[config.mk]
export PLATFORM = sky130hd
export DESIGN_NAME = vxe_vpu_stor_eu
export DESIGN_NICKNAME = d
export VERILOG_FILES = /design/src/rtl/vxe_vpu_stor_eu.sv
export SDC_FILE = /design/constraint.sdc
export NUM_CORES = 1
export LEC_CHECK = 0
export ABC_AREA = 1
export CELL_PAD_IN_SITES_DETAIL_PLACEMENT = 2
export CELL_PAD_IN_SITES_GLOBAL_PLACEMENT = 2
export CORE_ASPECT_RATIO = 1.75
export CORE_MARGIN = 10
export CORE_UTILIZATION = 28
export CTS_CLUSTER_SIZE = 40
export DETAILED_ROUTE_END_ITERATION = 16
export PLACE_DENSITY = 0.95
export REMOVE_ABC_BUFFERS = 1
export SETUP_SLACK_MARGIN = 0.4
export SYNTH_ARGS = -nofsm -noshare
export SYNTH_HDL_FRONTEND = slang
export SYNTH_SLANG_ARGS = --single-unit
[constraint.sdc]
create_clock -name clk -period 2.9 [get_ports clk]
set_clock_uncertainty 0.15 [all_clocks]
set_input_delay 0.29 -clock clk [delete_from_list [all_inputs] [get_ports clk]]
set_output_delay 0.29 -clock clk [all_outputs]
set_load 0.01 [all_outputs]
[src/rtl/vxe_vpu_stor_eu.sv]
// ---------------------------------------------------------------------------
// vxe_vpu_stor_eu
//
// Store execution unit of the VxE vector processing unit. On a one-cycle
// start strobe it snapshots the thread enable mask. It then walks the enabled
// threads from lowest to highest index. For each thread it reads the result
// and destination word address from the thread register file and issues one
// 32-bit write request.
//
// Per-thread sequence (no back-pressure): RD -> CAP -> WR, 3 cycles/thread.
// An empty mask passes through NOP so busy is still seen for one cycle.
//
// Ports
//   clk, nrst        clock, asynchronous active-low reset
//   i_start          start strobe, honoured only when idle
//   i_th_en[7:0]     thread enable mask, sampled with an accepted start
//   o_busy           operation in progress (registered)
//   o_rd_req         thread register file read request (RD state)
//   o_rd_th[2:0]     thread being read
//   i_rd_data[31:0]  read result, valid the cycle after o_rd_req
//   i_rd_addr[37:0]  destination word address, valid with i_rd_data
//   o_wr_valid       write request valid (WR state)
//   o_wr_addr[37:0]  write word address, stable while waiting for i_wr_rdy
//   o_wr_data[31:0]  write data, stable while waiting for i_wr_rdy
//   i_wr_rdy         write accepted when high with o_wr_valid
//   o_th_done[7:0]   one-cycle per-thread "stored" pulse, one-hot or zero
// ---------------------------------------------------------------------------
module vxe_vpu_stor_eu (
  input  logic        clk,
  input  logic        nrst,
  input  logic        i_start,
  output logic        o_busy,
  input  logic [7:0]  i_th_en,
  output logic        o_rd_req,
  output logic [2:0]  o_rd_th,
  input  logic [31:0] i_rd_data,
  input  logic [37:0] i_rd_addr,
  output logic        o_wr_valid,
  output logic [37:0] o_wr_addr,
  output logic [31:0] o_wr_data,
  input  logic        i_wr_rdy,
  output logic [7:0]  o_th_done
);

  typedef enum logic [2:0] {
    ST_IDLE = 3'd0,
    ST_RD   = 3'd1,
    ST_CAP  = 3'd2,
    ST_WR   = 3'd3,
    ST_NOP  = 3'd4
  } state_t;

  state_t      state_q, state_d;
  logic [7:0]  rm_q, rm_d;            // threads still to be stored
  logic [2:0]  cur_q, cur_d;          // thread currently in flight
  logic        busy_q, busy_d;
  logic        rd_req_q, rd_req_d;
  logic        wr_valid_q, wr_valid_d;
  logic [37:0] wr_addr_q, wr_addr_d;
  logic [31:0] wr_data_q, wr_data_d;
  logic [7:0]  th_done_q, th_done_d;
  logic [7:0]  cur_onehot;

  // Index of the lowest set bit; ascending service order falls out of this.
  function automatic logic [2:0] lowest_idx(input logic [7:0] m);
    logic [2:0] idx;
    idx = 3'd0;
    for (int i = 7; i >= 0; i--) begin
      if (m[i]) begin
        idx = i[2:0];
      end
    end
    return idx;
  endfunction

  assign cur_onehot = 8'b0000_0001 << cur_q;

  always_comb begin
    state_d    = state_q;
    rm_d       = rm_q;
    cur_d      = cur_q;
    wr_addr_d  = wr_addr_q;
    wr_data_d  = wr_data_q;
    th_done_d  = 8'h00;

    unique case (state_q)
      ST_IDLE: begin
        if (i_start) begin
          rm_d    = i_th_en;
          state_d = (i_th_en != 8'h00) ? ST_RD : ST_NOP;
        end
      end
      ST_NOP: begin
        state_d = ST_IDLE;
      end
      ST_RD: begin
        state_d = ST_CAP;
      end
      ST_CAP: begin
        // Read data arrives the cycle after the request, i.e. now.
        wr_addr_d = i_rd_addr;
        wr_data_d = i_rd_data;
        state_d   = ST_WR;
      end
      ST_WR: begin
        if (i_wr_rdy) begin
          rm_d      = rm_q & ~cur_onehot;
          th_done_d = cur_onehot;
          state_d   = (rm_d != 8'h00) ? ST_RD : ST_IDLE;
        end
      end
      default: begin
        state_d = ST_IDLE;
      end
    endcase

    // Outputs are registered: decide them from the state being entered.
    if (state_d == ST_RD) begin
      cur_d = lowest_idx(rm_d);
    end
    rd_req_d   = (state_d == ST_RD);
    wr_valid_d = (state_d == ST_WR);
    busy_d     = (state_d != ST_IDLE);
  end

  always_ff @(posedge clk or negedge nrst) begin
    if (!nrst) begin
      state_q    <= ST_IDLE;
      rm_q       <= 8'h00;
      cur_q      <= 3'd0;
      busy_q     <= 1'b0;
      rd_req_q   <= 1'b0;
      wr_valid_q <= 1'b0;
      wr_addr_q  <= 38'd0;
      wr_data_q  <= 32'd0;
      th_done_q  <= 8'h00;
    end else begin
      state_q    <= state_d;
      rm_q       <= rm_d;
      cur_q      <= cur_d;
      busy_q     <= busy_d;
      rd_req_q   <= rd_req_d;
      wr_valid_q <= wr_valid_d;
      wr_addr_q  <= wr_addr_d;
      wr_data_q  <= wr_data_d;
      th_done_q  <= th_done_d;
    end
  end

  assign o_busy     = busy_q;
  assign o_rd_req   = rd_req_q;
  assign o_rd_th    = cur_q;
  assign o_wr_valid = wr_valid_q;
  assign o_wr_addr  = wr_addr_q;
  assign o_wr_data  = wr_data_q;
  assign o_th_done  = th_done_q;

endmodule

==> results of run 1 <==
-- power by group --
part | switching (mW) | internal [mW]
clock network | 0.510 | 0.762
registers | 0.381 | 1.95
logic | 1.54 | 1.83
-- cell usage in the layout, fill, tap and decap left out --
cell / count
buf_12: 1
nand2_1: 45
nor3_2: 1
nand3_1: 17
inv_2: 7
dfrtp_1: 95
inv_6: 2
inv_1: 19
clkdlybuf4s50_1: 164
nand2_2: 4
clkinvlp_4: 2
mux2_2: 70
nor3_1: 1
o22ai_1: 2
a21oi_1: 7
nor2_4: 5
a211oi_1: 1
o21ai_1: 4
nand4_1: 2
clkbuf_16: 9
nor2_1: 20
clkbuf_1: 1
nand3b_1: 1
a31oi_1: 2
or2_0: 1
dlygate4sd3_1: 1
buf_4: 2
nand2_4: 2
o21bai_1: 1
bufinv_16: 2
nor2_2: 2
-- per-stage QoR --
step / power (mW) / utilization (%) / TNS, ps / area, sq um
4_1_cts: 7.11 / 44.9 / 0 / 6070
2_1_floorplan: 3.98 / - / -53.7 / 3840
5_1_grt: 7.40 / 44.9 / 0 / 6070
6_report: 6.97 / 44.9 / 0 / 6070
3_3_place_gp: 5.54 / 42.4 / 0 / 5740
3_5_place_dp: 5.80 / 42.4 / 0 / 5740
-- worst paths after layout --
| kind | start | cells after the start | slack (ps) | endpoint |
|---|---|---|---|---|
| max | o_rd_th[0] | 12 | 810 | o_rd_th[1] |
| min | o_wr_data[28] | 1 | 360 | o_wr_data[28] |
| max reg2reg | o_rd_th[0] | 12 | 810 | o_rd_th[1] |
| min reg2reg | o_wr_data[28] | 1 | 360 | o_wr_data[28] |
| max in group asynchronous | nrst | 3 | 1500 | o_wr_addr[34] |
| min in group asynchronous | nrst | 2 | 390 | o_wr_addr[13] |
-- layer usage --
layer | track usage (%) | part of all wire (%) | vias to the layer above
met4 | 6.79 | 3.3 | 0
met3 | 3.63 | 6.3 | 21
li1 | - | - | 1393
met5 | 0 | 0 | -
met1 | 13.3 | 31 | 1545
met2 | 30.7 | 60 | 105
-- kinds of logic (layout without fill, tap and decap cells) --
logic type	Yosys count	count (layout)	share of synthesized area, %
AOI/OAI and AO/OA	17	17	2.45
DFF	95	95	61.3
buffers and inverters	33	210	3.42
and+or+nand+nor	101	101	12.5
muxes	70	70	20.3
-- cell type report --
type,count,share of cell area [%]
clock buffer,10,3.77
clock inverter,6,1.53
inverter,26,1.61
multi-input combinational,188,22.6
sequential,95,39.2
tap,174,3.59
timing repair buffer,168,27.8
-- Yosys cell counts (2+ instances only) --
cell and count:
dfrtp_1 95, mux2_2 70, nand2_1 46, nor2_1 20
inv_1 19, nand3_1 17, a21oi_1 7, buf_2 7
inv_2 7, nor2_4 5, o21ai_1 4, nand2_2 3
a31oi_1 2, nand2_4 2, nand4_1 2, nor2_2 2
o22ai_1 2
-- state kept, by name (all words and copies together), names as in the netlist --
register    flops
o_wr_data      32
o_busy          1
rm_q            8
state_q         3
o_wr_addr      38
o_rd_th         3
o_rd_req        1
o_th_done       8
o_wr_valid      1
-- critical path, stage by stage, from the launching register on --
cell and delay, ps:
dfrtp_1 470, inv_1 210, nand3_1 190, nand2_1 100, nand2_1 50, nor2_1 190
nand3_1 110, nand2_1 120, nand2_2 70, nand2_2 110, inv_2 70, nand3_1 60
o21ai_1 70
==> impl_results.md, run 1 <==
- Power Density: 1150 nW/um^2
- Vias in the first global route: 3623
- PortBufs: around 170
- Layout cell share with drive strength beyond 1: between 20% and 30%
- Flops & latches, synth: 95
- Largest net degree at the start of global routing: 71
- Slew margin rel.: 39.2%
- Final hold slack: 356 ps
- Routed WL per cell: 22.0 um
- Die area: 19100 sq um
- IO Pins: 166
- Initial antenna violation count: 0
- Row count: 56
- Area Growth Syn to Fin: 56.6%
- Final setup vio count: 0
- H-tree depth: 3
- Root Driver: clkbuf_16
- Place WS: 618 ps
- Peak supply drop: about 400 uV
- Fillcell total: 1355
- Status: finished, final reports clean
- Multi-input logic area: ~1400 sq um
- Antenna Violating Nets Remaining: 0
- CTS sink cnt: 95
- Starting Density: between 20 and 30%
- Slew Viols, Final: 0
- Worst slew pin tran: just over 900 ps
- Layout Cells excl Fill: 667
- Hold crit path type: reg -> reg
- Total CTS buffers: 9
- Seq/Total Area, Yosys: 61.3%
- Vias per cell: 4.59
- Fin crit period: 2090 ps
- Register area: 2380 sq um
- 1st-iter DRT viols: 46
- RSZ-0062 raised after global routing: false
- Pre-antenna DRT Iters: 4
- Worst endpoint data arrival time: 2160 ps
- Clk_lat worst skew: 330 ps
- Top_reg_cell synth: dfrtp_1
- Total grt overflow: 0
- Ranking of synthesized cells by area: dfrtp_1 (61%), mux2_2 (20%), nand2_1 (4.5%), nand3_1 (2.2%), nor2_1 (1.9%)
- Syn Area/Cell: 12.3 sq um
- Library cells used by synthesis: 23
- Synthesized instance count: between 300 and 400
- Yosys top cell by area: dfrtp_1
- First-pass GRT wire length: 21.9 mm
- CTS tree: done
- Number of remaining DRC errors: 0
- Core area: around 14000 sq um
- Die width: 109 um
- Worst Path Required: ~3000 ps
- Post-synth top area share: 61.3%
- Crit Path Category: reg -> reg
- DP HPWL: 12.0 mm
- Via count: 3064
- CTS resizes: 0
- Max cap viols: 0
- Final nets: 570
- Yosys warnings: 0
- All-layer global routing usage: between 15 and 20%
- Crit Path Max Fanout: 7
- Post-CTS setup buffers: 0
- CTS clock-pin slew for the worst setup and hold paths: 60 ps
- Fin. Hold Viols: 0
- Worst setup SP type: flip-flop
- Final worst-path setup slack: 805 ps
- Post-synth EDFFs: 0
- Crit. End Element: flip-flop
- Clock Tree Buf Depth: 2
- Post-Route WL: ~15 mm
- Fmax: 477 MHz
- Syn Std Cell Area: 3880 sq um
- Chip height: 176 um
- Cell count after placement: 650
- P_leak: between 2 and 3 nW
- CTS Hold Buffers Added: 1
- Crit share post-route: 72.2%
- GPL Wtd Cong: 0.833
- Ant. Diodes: 0
- FFs w/ async S/R, synth: 100%
No activity file was read; power rests on OpenSTA's default activity.
==> run 2: changes to the inputs <==
CORE_UTILIZATION = 23   (was 28)
PLACE_DENSITY = 0.87   (was 0.95)
clock period = 1.92 ns   (was 2.9 ns; I/O delays follow)
==> run 2 against run 1 <==
Net effect: flip-flop and latch count stayed put; non-clock buffer count is 32 higher; worst setup slack worse by 730 ps; sequential power is 50% higher; utilization is 5.7 points lower; hold slack worse by 230 ps; clock power is 56% higher; register-to-register slack worse by 730 ps; global-route usage is 2.1 points lower; critical path type unchanged; critical endpoint is now o_rd_th[2]; largest power group unchanged; highest routed layer unchanged.
==> impl_results.md, run 2 (synthesis results as in run 1) <==
- Multi-input logic area: 1510 sq um
- CTS tree: done
- Worst slew pin tran: approximately 430 ps
- Initial antenna violation count: 0
- Placed cell area: 5940 sq um
- Pre-antenna DRT Iters: 4
- Place WS: -199 ps
- Crit. End Element: flip-flop
- Total CTS buffers: 9
- Power Density: 1650 nW/um^2
- Clk_lat worst skew: 330 ps
- DP HPWL: 11.9 mm
- Post-Route WL: 15.0 mm
- PortBufs: 165
- Hold crit path type: in -> async
- 1st-iter DRT viols: 38
- Vias per cell: ~4.3
- Die width: 118 um
- Crit Path Category: reg -> reg
- First-pass GRT wire length: 23.0 mm
- GPL Wtd Cong: 0.883
- Peak supply drop: 547 uV
- Crit Path Max Fanout: 4
- Number of remaining DRC errors: 0
- Clock Tree Buf Depth: 2
- Fmax: between 500 and 600 MHz
- Final worst-path setup slack: 71.9 ps
- Chip height: 192 um
- Row count: 62
- Sequential share of power: 32.5%
- Layout cell share with drive strength beyond 1: 34.7%
- H-tree depth: 3
- Worst Path Required: between 1500 and 2000 ps
- All-layer global routing usage: 13.2%
- Setup tns final: 0 ps
- Root Driver: clkbuf_16
- Area Growth Syn to Fin: 67.1%
- Fillcell total: 1776
- Comb power frac: 49.0%
- Tot Pwr: 10.7 mW
- Via count: 3187
- Cell count after placement: 715
- Most common cell after layout, fill and taps aside: dfrtp_1
- Register area: 2380 sq um
- Post-route cell area: 6480 sq um
- IO Pins: 166
- Final nets: approximately 600
- Ant. Diodes: 0
- Starting Density: 23.5%
- Fin crit period: 1850 ps
- Max FFs per register: 38
- CTS clock-pin slew for the worst setup and hold paths: 70 ps
- Slew Viols, Final: 0
- RSZ-0062 raised after global routing: true
- Final setup vio count: 0
- Largest net degree at the start of global routing: 42
- Slew margin rel.: 71.6%
- Worst setup SP type: flip-flop
- Vias in the first global route: just under 4000
- Status: finished, final reports clean
- Most frequent cells in the layout: dfrtp_1 (90), dlygate4sd2_1 (82), clkdlybuf4s50_1 (80)
- Die area: approximately 23000 sq um
- Worst endpoint data arrival time: around 1900 ps
- Routed WL per cell: about 20 um
- Switch share: between 30% and 40%
- Max cap viols: 0
- Fin util: 39.2%
- Internal: 6.84 mW
- Fin. Hold Viols: 0
- NetSw: just under 4 mW
- Final hold slack: ~130 ps
- P_leak: 2.96 nW
- Layout Cells excl Fill: about 750
- Clock network power share: 18.5%
- Total grt overflow: 0
- CTS sink cnt: between 90 and 100
- Core area: 16500 sq um
- Antenna Violating Nets Remaining: 0
- Crit share post-route: 96.3%
[run 2: final cells by class]
| class | count | area share (%) |
|---|---|---|
| Clock buffer | 12 | 4.11 |
| Clock inverter | 4 | 1.18 |
| Inverter | 26 | 1.66 |
| Multi-Input combinational cell | 188 | 23.3 |
| Sequential cell | 95 | 36.8 |
| Tap cell | 224 | 4.33 |
| Timing Repair Buffer | 200 | 28.6 |
[run 2: routing by layer]
layer	global-route usage (%)	part of all wire, %	vias up
met3	3.15	4.1	15
met1	12.3	34	1617
li1	-	-	1455
met2	26.8	61	100
met4	4.68	1.9	0
met5	0	0	-
[run 2: final timing paths]
check	from	to	slack, ps	cells after the start
setup / recovery	o_rd_th[0]	o_rd_th[2]	70	11
hold / removal	nrst	rm_q[4]	130	2
setup reg to reg	o_rd_th[0]	o_rd_th[2]	70	11
hold reg to reg	o_wr_addr[5]	o_wr_addr[5]	350	1
max in group asynchronous	nrst	o_wr_data[24]	770	3
min in group clk	i_rd_addr[6]	o_wr_addr[6]	320	2
[run 2: critical path, stage by stage, from the launching register on]
cell,delay [ps]
dfrtp_1,430
inv_2,140
buf_6,120
nand4_1,110
nand2_1,110
nand3_1,90
nand2_2,100
o21ai_2,80
nor3_2,200
nor2_1,90
nand2_1,80
nand2_1,50
[run 2: timing repair]
action	4_1_cts	5_1_grt
hold endpoints to repair	62	0
pin swaps	10	4
resized for setup	118	18
buffers inserted	16	1
setup endpoints to repair	162	81
cloned	0	0
hold buffers	1	0
[run 2: power by group through the flow]
stage,sequential (mW),combinational [mW],clock (mW)
2_1_floorplan,3.82,2.18,0
3_3_place_gp,3.46,5.17,0
3_5_place_dp,3.55,5.41,0
4_1_cts,3.50,5.26,2.07
5_1_grt,3.61,5.68,2.16
6_report,3.49,5.25,1.98
